[config.mk]
export PLATFORM = sky130hd
export DESIGN_NAME = uart_tx_arbiter
export DESIGN_NICKNAME = d
export VERILOG_FILES = /design/src/rtl/uart_pkg.sv /design/src/rtl/uart_rr_pick.sv /design/src/rtl/uart_tx_arbiter.sv
export SDC_FILE = /design/constraint.sdc
export NUM_CORES = 1
export LEC_CHECK = 0
export CAP_MARGIN = 20
export CORE_ASPECT_RATIO = 0.5
export CORE_UTILIZATION = 44
export DETAILED_ROUTE_END_ITERATION = 10
export GPL_ROUTABILITY_DRIVEN = 0
export PLACE_DENSITY_LB_ADDON = 0.3
export SLEW_MARGIN = 20
export SYNTH_ARGS = -nofsm -noshare
export SYNTH_HDL_FRONTEND = slang
export SYNTH_SLANG_ARGS = --single-unit
[constraint.sdc]
create_clock -name clk -period 4.23 [get_ports clk]
set_clock_uncertainty 0.1 [all_clocks]
set_input_delay 0.423 -clock clk [delete_from_list [all_inputs] [get_ports clk]]
set_output_delay 0.423 -clock clk [all_outputs]
set_load 0.01 [all_outputs]
[src/rtl/uart_pkg.sv]
// Shared UART definitions: byte width, default bit period and the
// arbiter FSM state encoding used by the TX arbiter and future RX logic.
package uart_pkg;

  localparam int UART_BYTE_W  = 8;
  localparam int CLKS_PER_BIT = 5208;

  typedef enum logic [1:0] {
    IDLE      = 2'd0,
    ISSUE     = 2'd1,
    WAIT_DONE = 2'd2
  } arb_state_e;

endpackage : uart_pkg

[src/rtl/uart_rr_pick.sv]
// Combinational round-robin priority picker: finds the first set bit of
// req_vec searching upward from ptr with wrap-around. Returns the winner
// both one-hot (gnt) and as an index (gnt_idx). gnt is all-zero when
// req_vec is empty. ptr must be below NUM_REQ.
module uart_rr_pick #(
  parameter  int NUM_REQ = 4,
  localparam int IDX_W   = (NUM_REQ > 1) ? $clog2(NUM_REQ) : 1
) (
  input  logic [NUM_REQ-1:0] req_vec,
  input  logic [IDX_W-1:0]   ptr,
  output logic [NUM_REQ-1:0] gnt,
  output logic [IDX_W-1:0]   gnt_idx
);

  // Scan requesters in priority order starting at ptr; first hit wins.
  always_comb begin
    logic             found;
    logic [IDX_W-1:0] idx;
    // NOTE: every output gets a default before the loop so no path leaves
    // a value unassigned; that is what keeps this block free of latches.
    gnt     = '0;
    gnt_idx = '0;
    found   = 1'b0;
    idx     = '0;
    for (int k = 0; k < NUM_REQ; k++) begin
      idx = IDX_W'((int'(ptr) + k) % NUM_REQ);
      if (!found && req_vec[idx]) begin
        found        = 1'b1;
        gnt[idx]     = 1'b1;
        gnt_idx      = idx;
      end
    end
  end

endmodule : uart_rr_pick

[src/rtl/uart_tx_arbiter.sv]
// Round-robin arbiter sharing one uart_tx between NUM_REQ byte producers.
// A requester is accepted in IDLE, its byte is issued with a one-cycle
// tx_start, and the grant is held until tx_done returns.
// Optional feature macro: UART_ARB_TIMEOUT_EN adds a WAIT_DONE watchdog
// and the sticky timeout_err output.
module uart_tx_arbiter
  import uart_pkg::*;
#(
  parameter  int NUM_REQ        = 4,
  parameter  int TIMEOUT_CYCLES = 60000,
  localparam int IDX_W          = (NUM_REQ > 1) ? $clog2(NUM_REQ) : 1
) (
  input  logic                           clk,
  input  logic                           rst_n,
  input  logic [NUM_REQ-1:0]             req_valid,
  input  logic [UART_BYTE_W*NUM_REQ-1:0] req_data,
  output logic [NUM_REQ-1:0]             req_ready,
  output logic                           tx_start,
  output logic [UART_BYTE_W-1:0]         tx_data,
  input  logic                           tx_busy,
  input  logic                           tx_done,
  output logic [IDX_W-1:0]               grant_id,
  output logic                           arb_busy,
  output logic [NUM_REQ-1:0]             frame_done
`ifdef UART_ARB_TIMEOUT_EN
 ,output logic                           timeout_err
`endif
);

  // Elaboration-time parameter sanity checks.
  if (NUM_REQ < 2 || NUM_REQ > 16) begin : g_bad_num_req
    $error("uart_tx_arbiter: NUM_REQ must be in 2..16");
  end
  if (TIMEOUT_CYCLES < 2) begin : g_bad_timeout
    $error("uart_tx_arbiter: TIMEOUT_CYCLES must be at least 2");
  end

  arb_state_e               state;
  logic [IDX_W-1:0]         ptr;
  logic [NUM_REQ-1:0]       pick_gnt;
  logic [IDX_W-1:0]         pick_idx;
  logic [IDX_W-1:0]         next_ptr;
  logic [UART_BYTE_W-1:0]   pick_data;
  logic [NUM_REQ-1:0]       grant_onehot;
  logic                     accept;

`ifdef UART_ARB_TIMEOUT_EN
  localparam int CNT_W = ($clog2(TIMEOUT_CYCLES) > 16) ? $clog2(TIMEOUT_CYCLES) : 16;
  localparam logic [CNT_W-1:0] WD_LIMIT = CNT_W'(TIMEOUT_CYCLES - 1);
  logic [CNT_W-1:0] wd_cnt;
`endif

  uart_rr_pick #(
    .NUM_REQ (NUM_REQ)
  ) u_pick (
    .req_vec (req_valid),
    .ptr     (ptr),
    .gnt     (pick_gnt),
    .gnt_idx (pick_idx)
  );

  // Offer the picked requester only when idle, uart_tx is free and out of reset.
  assign req_ready = (rst_n && (state == IDLE) && !tx_busy) ? pick_gnt : '0;
  assign accept    = |req_ready;

  // Pointer moves just past the winner so it gets lowest priority next time.
  assign next_ptr = (pick_idx == IDX_W'(NUM_REQ - 1)) ? '0 : pick_idx + 1'b1;

  assign grant_onehot = NUM_REQ'(1) << grant_id;

  // Select the winner's byte from the packed request bus.
  always_comb begin
    pick_data = '0;
    for (int i = 0; i < NUM_REQ; i++) begin
      if (pick_gnt[i]) pick_data = req_data[i*UART_BYTE_W +: UART_BYTE_W];
    end
  end

  // Arbiter FSM with registered outputs; tx_start is high only in ISSUE.
  always_ff @(posedge clk or negedge rst_n) begin
    if (!rst_n) begin
      state       <= IDLE;
      ptr         <= '0;
      tx_start    <= 1'b0;
      tx_data     <= '0;
      grant_id    <= '0;
      arb_busy    <= 1'b0;
      frame_done  <= '0;
`ifdef UART_ARB_TIMEOUT_EN
      wd_cnt      <= '0;
      timeout_err <= 1'b0;
`endif
    end else begin
      // NOTE: non-blocking assignments throughout, so every register here
      // samples the pre-edge values and the defaults below are simply
      // overridden by later assignments in the same edge.
      tx_start   <= 1'b0;
      frame_done <= '0;
      unique case (state)
        IDLE: begin
          // A stray tx_done here is ignored.
          if (accept) begin
            tx_data  <= pick_data;
            grant_id <= pick_idx;
            ptr      <= next_ptr;
            arb_busy <= 1'b1;
            tx_start <= 1'b1;
            state    <= ISSUE;
          end
        end
        ISSUE: begin
`ifdef UART_ARB_TIMEOUT_EN
          wd_cnt <= '0;
`endif
          state  <= WAIT_DONE;
        end
        WAIT_DONE: begin
          if (tx_done) begin
            frame_done <= grant_onehot;
            arb_busy   <= 1'b0;
            state      <= IDLE;
          end
`ifdef UART_ARB_TIMEOUT_EN
          else if (wd_cnt == WD_LIMIT) begin
            timeout_err <= 1'b1;
            frame_done  <= grant_onehot;
            arb_busy    <= 1'b0;
            state       <= IDLE;
          end else begin
            wd_cnt <= wd_cnt + 1'b1;
          end
`endif
        end
        default: state <= IDLE;
      endcase
    end
  end

endmodule : uart_tx_arbiter

# Word-level counts from Yosys, hierarchy flattened
# Cells that the tools add are included.
[word_totals] mem_count=0 wordCells=90 ramBits=0 in_bits=40 latch_bits=0 romBits=0 register_bits=20 out_inout_bits=20
[op_classes] shift=1 mux=43 reduce_logical=19 multipliers=0 n_bitwise=3 n_eq_ne=5 n_div=0 n_lt_le_gt_ge=8 add_sub_neg=4
[ops] operator="$mux W8" count=4
[ops] operator="$mux W4" count=7
[ops] operator="$mux W1" count=15
[ops] operator="$mux W2" count=7
[ops] operator="$lt A2 B3 Y1 const B" count=4
[ops] operator="$or A4 B4 Y4" count=3
[ops] operator="$logic_and A1 B1 Y1" count=9
[ops] operator="$bmux W1 S2" count=4
[ops] operator="$demux W1 S2" count=4
[ops] operator="$ge A2 B1 Y1 const B" count=4
[ops] operator="$pmux W2 S3" count=1
[ops] operator="$add A2 B1 Y2 const B" count=2
[ops] operator="$add A2 B2 Y2 const B" count=2
[ops] operator="$eq A2 B2 Y1 const B" count=2
[ops] operator="$logic_not A1 Y1" count=4
[ops] operator="$ne A2 B2 Y1 const B" count=2
[ops] operator="$reduce_and A2 Y1" count=2
[ops] operator="$reduce_or A4 Y1" count=1
[ops] operator="$shl A1 B2 Y4 const A" count=1
[ops] operator="$reduce_and A3 Y1" count=1
[ops] operator="$eq A2 B1 Y1 const B" count=1
[ops] operator="$logic_not A2 Y1" count=1
[ops] operator="$pmux W1 S2" count=1
[ops] operator="$reduce_bool A2 Y1" count=1

# Longest topological paths before layout
[depth] word_depth=16 mapped_depth=13 ltp_nobuf=10

# Cells and area by module
# A second synthesis with hierarchy kept.
[hier_totals] hier_cells=157 hier_area_um2=1540.2
[modules_own_cells] mod="uart_tx_arbiter" area_each_um2=1101.1 cells_each=109 seq_area_each_um2=500.5 n_inst=1
[modules_own_cells] mod="uart_rr_pick" area_each_um2=439.2 cells_each=48 seq_area_each_um2=0.0 n_inst=1

# Worst setup path after synthesis
# Ideal clock, no wire load.
[synth_timing] path_type="register to register" start="register with a tool-made name" end="register tx_data[6]" path_buffers=4 path_slack_ns=0.822 stages_incl_launch_ff=13 setup_time_ns=0.124 t_required_ns=4.006 synth_period_minus_slack_ns=3.408 arrival_time_ns=3.184 path_cell_list="dfrtp_1 > buf_2 > inv_1 > ha_1 > clkbuf_1 > mux4_2 > nor4b_4 > nand2_1 > o21a_1 > buf_6 > a41o_1 > buf_6 > a211o_1"
[synth_rtl] item="to (signal assigned)" line_no="uart_tx_arbiter.sv:103" rtl="tx_data <= pick_data;"
[synth_rtl] item="to (decl)" line_no="uart_tx_arbiter.sv:19" rtl="output logic [UART_BYTE_W-1:0] tx_data,"

==> reports/qor.txt <==
Run status: finished clean
Sequential group share of total power: 19.6%
Required time reported for the critical path endpoint: 3710 ps
GRT met2 Usage: 39.4%
Net switching power: 0.675 mW
CP Capture Type: primary output
Final critical-path required period: 3740 ps
WL per Instance: 14.1 um
Hold-fix buffer count after cts: 0
Overall via count from detail_route: 1461
Total number of nets in the final design: 276
Ordered list of cells on the worst path: inv_1, ha_1, mux4_2, nor4b_4, nand2_1, o21a_1, nor2_1, clkdlybuf4s50_1
Seq cells post-synth: 20
Drc violations: 0
Clock tree buffer depth: 2
Area overhead of the layout relative to synthesis: 43.0%
Maximum resistive drop on vdd: 370 uV
Number of buffers created by CTS: 3
Kind of cell with the highest combined delay on the critical path: simple AND/OR/NAND/NOR gates
Cell area after placement: 2170 um^2
Number of global-route vias before repair: 1386
Clock-pin slew of the registers on the worst-case setup and hold paths: 70 ps
Int Pwr: 0.897 mW
Antenna Violating Nets Remaining: 0
Post-route cell area: 2240 um^2
Hold/Removal Path Class: flop to flop
Slowest cell on the critical path: sky130_fd_sc_hd__clkdlybuf4s50_1
Share of cells above drive strength 1: 9.17%
Max-Slew Margin vs Limit: 51.9%
Height of the die: 44.2 um
Worst Hold Slack: 395 ps
Total routing resource utilization after global routing: 21.5%
Met3 usage: 4.29%
Area of the core region: 3190 um^2
Grt peak-use layer: met2
Number of nets produced by synthesis: 217
Routed wire length: 3900 um
Routed vias/inst: 5.27
Per-instance average area after synthesis: 9.15 um^2
Most area-hungry cell type in the Yosys netlist: sky130_fd_sc_hd__dfrtp_1
Overall power after layout: 1.57 mW
Switching Fraction: 42.9%
Share of the yosys chip area belonging to registers: 32.0%
Number of hold-slack violations in the final timing report: 0
Post-layout util: 70.2%
Die width: 86.4 um
Count of buffers from port buffering: 59
First-pass GRT wire length: 6400 um
Pwr Density: 702 nW/um^2
Yosys synthesis warning count: 0
Leakage power figure: 0.988 nW
Initial antenna violation count: 0
Number of distinct library cell variants in the gate-level netlist after synthesis: 41
Number of iterations in the first detailed-routing pass: 4
Setup-violating endpoint count in the final report: 0
Half-perimeter wire length after detailed placement: 3090 um
Dominant cells by area after synthesis: sky130_fd_sc_hd__dfrtp_1 32%, sky130_fd_sc_hd__mux4_2 5.8%, sky130_fd_sc_hd__inv_1 5.0%
Startpoint-to-endpoint class of the critical path: flop to primary output
Part of the cycle the worst path needs: 88.4%
Mapped Cells: 171
Routing usage on met1: 27.1%
Number of diodes: 0
Setup repair after global routing missed its margin: false
Post-CTS setup buffer count: 0
Total negative slack: 0 ps
Highest Clock Rate: 0.267 GHz
Count of pins on the block boundary: 60
Maximum single-stage delay on the critical path: 540 ps
Maximum number of pins on one net before global-route repair: 22
Latest clock arrival within the worst-skew pair: 260 ps
Share of total power in the clock network: 11.9%
Slew at the pin closest to its max-slew limit: 721 ps
Global route overflow: 0
Combinational power share: 68.6%
Top fanout value on the critical path: 10
WP data arrival: 3220 ps
Area enclosed by the die boundary: 3810 um^2
Netlist area before placement: 1570 um^2
Proportion of netlist area held by the largest area contributor: 32.0%
Clock sink total: 20
CTS tree: built
Number of slew-limit violations in the final report: 0
Number of buffer and inverter stages on the critical path: 2
# H-tree levels: 1
Number of cells upsized or downsized after cts: 0
Critical Path Source Type: flop
Initial cell density of the core: 49.1%
Row count: 14
Number of violations reported at the end of detailed-routing iteration 0: 35
Master cell of the clock root buffer: sky130_fd_sc_hd__clkbuf_8
Number of max-cap violations: 0
==> flip-flops by register name (all words and copies together) (netlist names), named ones only <==
register    count
tx_data         8
frame_done      4
grant_id        2
state           2
arb_busy        1
ptr             1
tx_start        1
==> cell usage in the layout (no fill, tap or decap), types with 2 or more instances in the layout <==
cell type,n
sky130_fd_sc_hd__clkdlybuf4s50_1,59
sky130_fd_sc_hd__inv_1,21
sky130_fd_sc_hd__dfrtp_1,20
sky130_fd_sc_hd__nand2_1,18
sky130_fd_sc_hd__o21ai_0,11
sky130_fd_sc_hd__nor2_1,9
sky130_fd_sc_hd__o221ai_1,9
sky130_fd_sc_hd__o21a_1,8
sky130_fd_sc_hd__a22oi_1,7
sky130_fd_sc_hd__a21oi_1,6
sky130_fd_sc_hd__ha_1,6
sky130_fd_sc_hd__buf_4,5
sky130_fd_sc_hd__mux4_2,4
sky130_fd_sc_hd__nand2b_1,4
sky130_fd_sc_hd__nor2b_1,3
sky130_fd_sc_hd__and3_1,3
sky130_fd_sc_hd__clkbuf_8,3
sky130_fd_sc_hd__nand3b_1,2
sky130_fd_sc_hd__nor3b_1,2
sky130_fd_sc_hd__a221o_1,2
sky130_fd_sc_hd__a22oi_2,2
sky130_fd_sc_hd__mux2i_1,2
sky130_fd_sc_hd__mux2_2,2
sky130_fd_sc_hd__o211ai_1,2
sky130_fd_sc_hd__a221oi_1,2
==> cells by family after synthesis <==
logic type	after synthesis	synth area share, %
buffers and inverters	32	10.8
AO/OA/AOI/OAI	58	27.7
multiplexers	8	8.47
adder cells (fa/ha/maj)	6	4.80
XOR/XNOR	1	0.560
flip-flops	20	32.0
AND/OR/NAND/NOR	46	15.7
==> synthesized netlist by cell type (all sizes together) <==
library cell / number
o22ai: 1
xnor2: 1
nand2b: 4
mux2: 2
o21ai: 12
nor4b: 1
o31ai: 1
nor3: 1
and2: 1
clkbuf: 1
or4b: 1
a22oi: 9
nand2: 18
nand3b: 2
a21oi: 6
a21boi: 1
mux2i: 2
o211ai: 2
nor4: 1
and3: 3
o2111a: 1
dfrtp: 20
ha: 6
a2111oi: 1
a22o: 1
a221oi: 2
nor3b: 2
a41o: 1
a221o: 2
nor2: 9
buf: 9
nor2b: 3
mux4: 4
inv: 22
o221ai: 9
o21a: 8
a211o: 1
==> power groups by stage <==
stage / clock network, mW / logic, mW / registers (mW)
after floorplan: 0 / 0.740 / 0.342
after global placement: 0 / 1.04 / 0.307
after detailed placement: 0 / 1.07 / 0.310
after CTS: 0.192 / 1.08 / 0.309
after global routing: 0.202 / 1.18 / 0.318
final: 0.187 / 1.08 / 0.307
==> final cells by class <==
class	count	area, um^2
tap	48	60.1
clock inverter	1	30.0
timing repair buffer	64	628
fill	256	950
inverter	22	82.6
clock buffer	3	41.3
multi-input combinational	119	896
sequential	20	500
==> path summary, 6_finish.rpt <==
check | startpoint | depth (start not counted) | endpoint | slack, ps
worst max-delay path | flop | 8 | req_ready[1] | 490
worst min-delay path | tx_data[5]$_DFFE_PN0P_ | 2 | tx_data[5]$_DFFE_PN0P_ | 390
worst max register to register | flop | 10 | tx_data[6]$_DFFE_PN0P_ | 900
worst min register to register | tx_data[5]$_DFFE_PN0P_ | 2 | tx_data[5]$_DFFE_PN0P_ | 390
max in group asynchronous | rst_n | 2 | frame_done[2]$_DFF_PN0_ | 3420
min in group asynchronous | rst_n | 2 | tx_data[0]$_DFFE_PN0P_ | 400
==> worst register-to-register path: cells and delay by family (launching register included) <==
family,cells,cell delay (ps)
AND/OR/NAND/NOR,2,380
adder cells (fa/ha/maj),1,450
flip-flops,1,370
AO/OA/AOI/OAI,4,1350
multiplexers,1,360
buffers and inverters,2,230
==> layer usage <==
| metal | vias up | share of wire [%] | wire [um] |
|---|---|---|---|
| met4 | 0 | 0.44 | 17 |
| met3 | 2 | 4.1 | 158 |
| met5 | - | 0 | 0 |
| met2 | 37 | 50 | 1960 |
| li1 | 737 | - | - |
| met1 | 685 | 45 | 1760 |
==> per-stage QoR <==
stage | std cells | worst slack, ps
after global placement | 273 | 607
after floorplan | 171 | 822
after global routing | 277 | 271
after CTS | 277 | 517
after detailed placement | 273 | 519
final | 277 | 491
(Power assumes the default switching activity.)
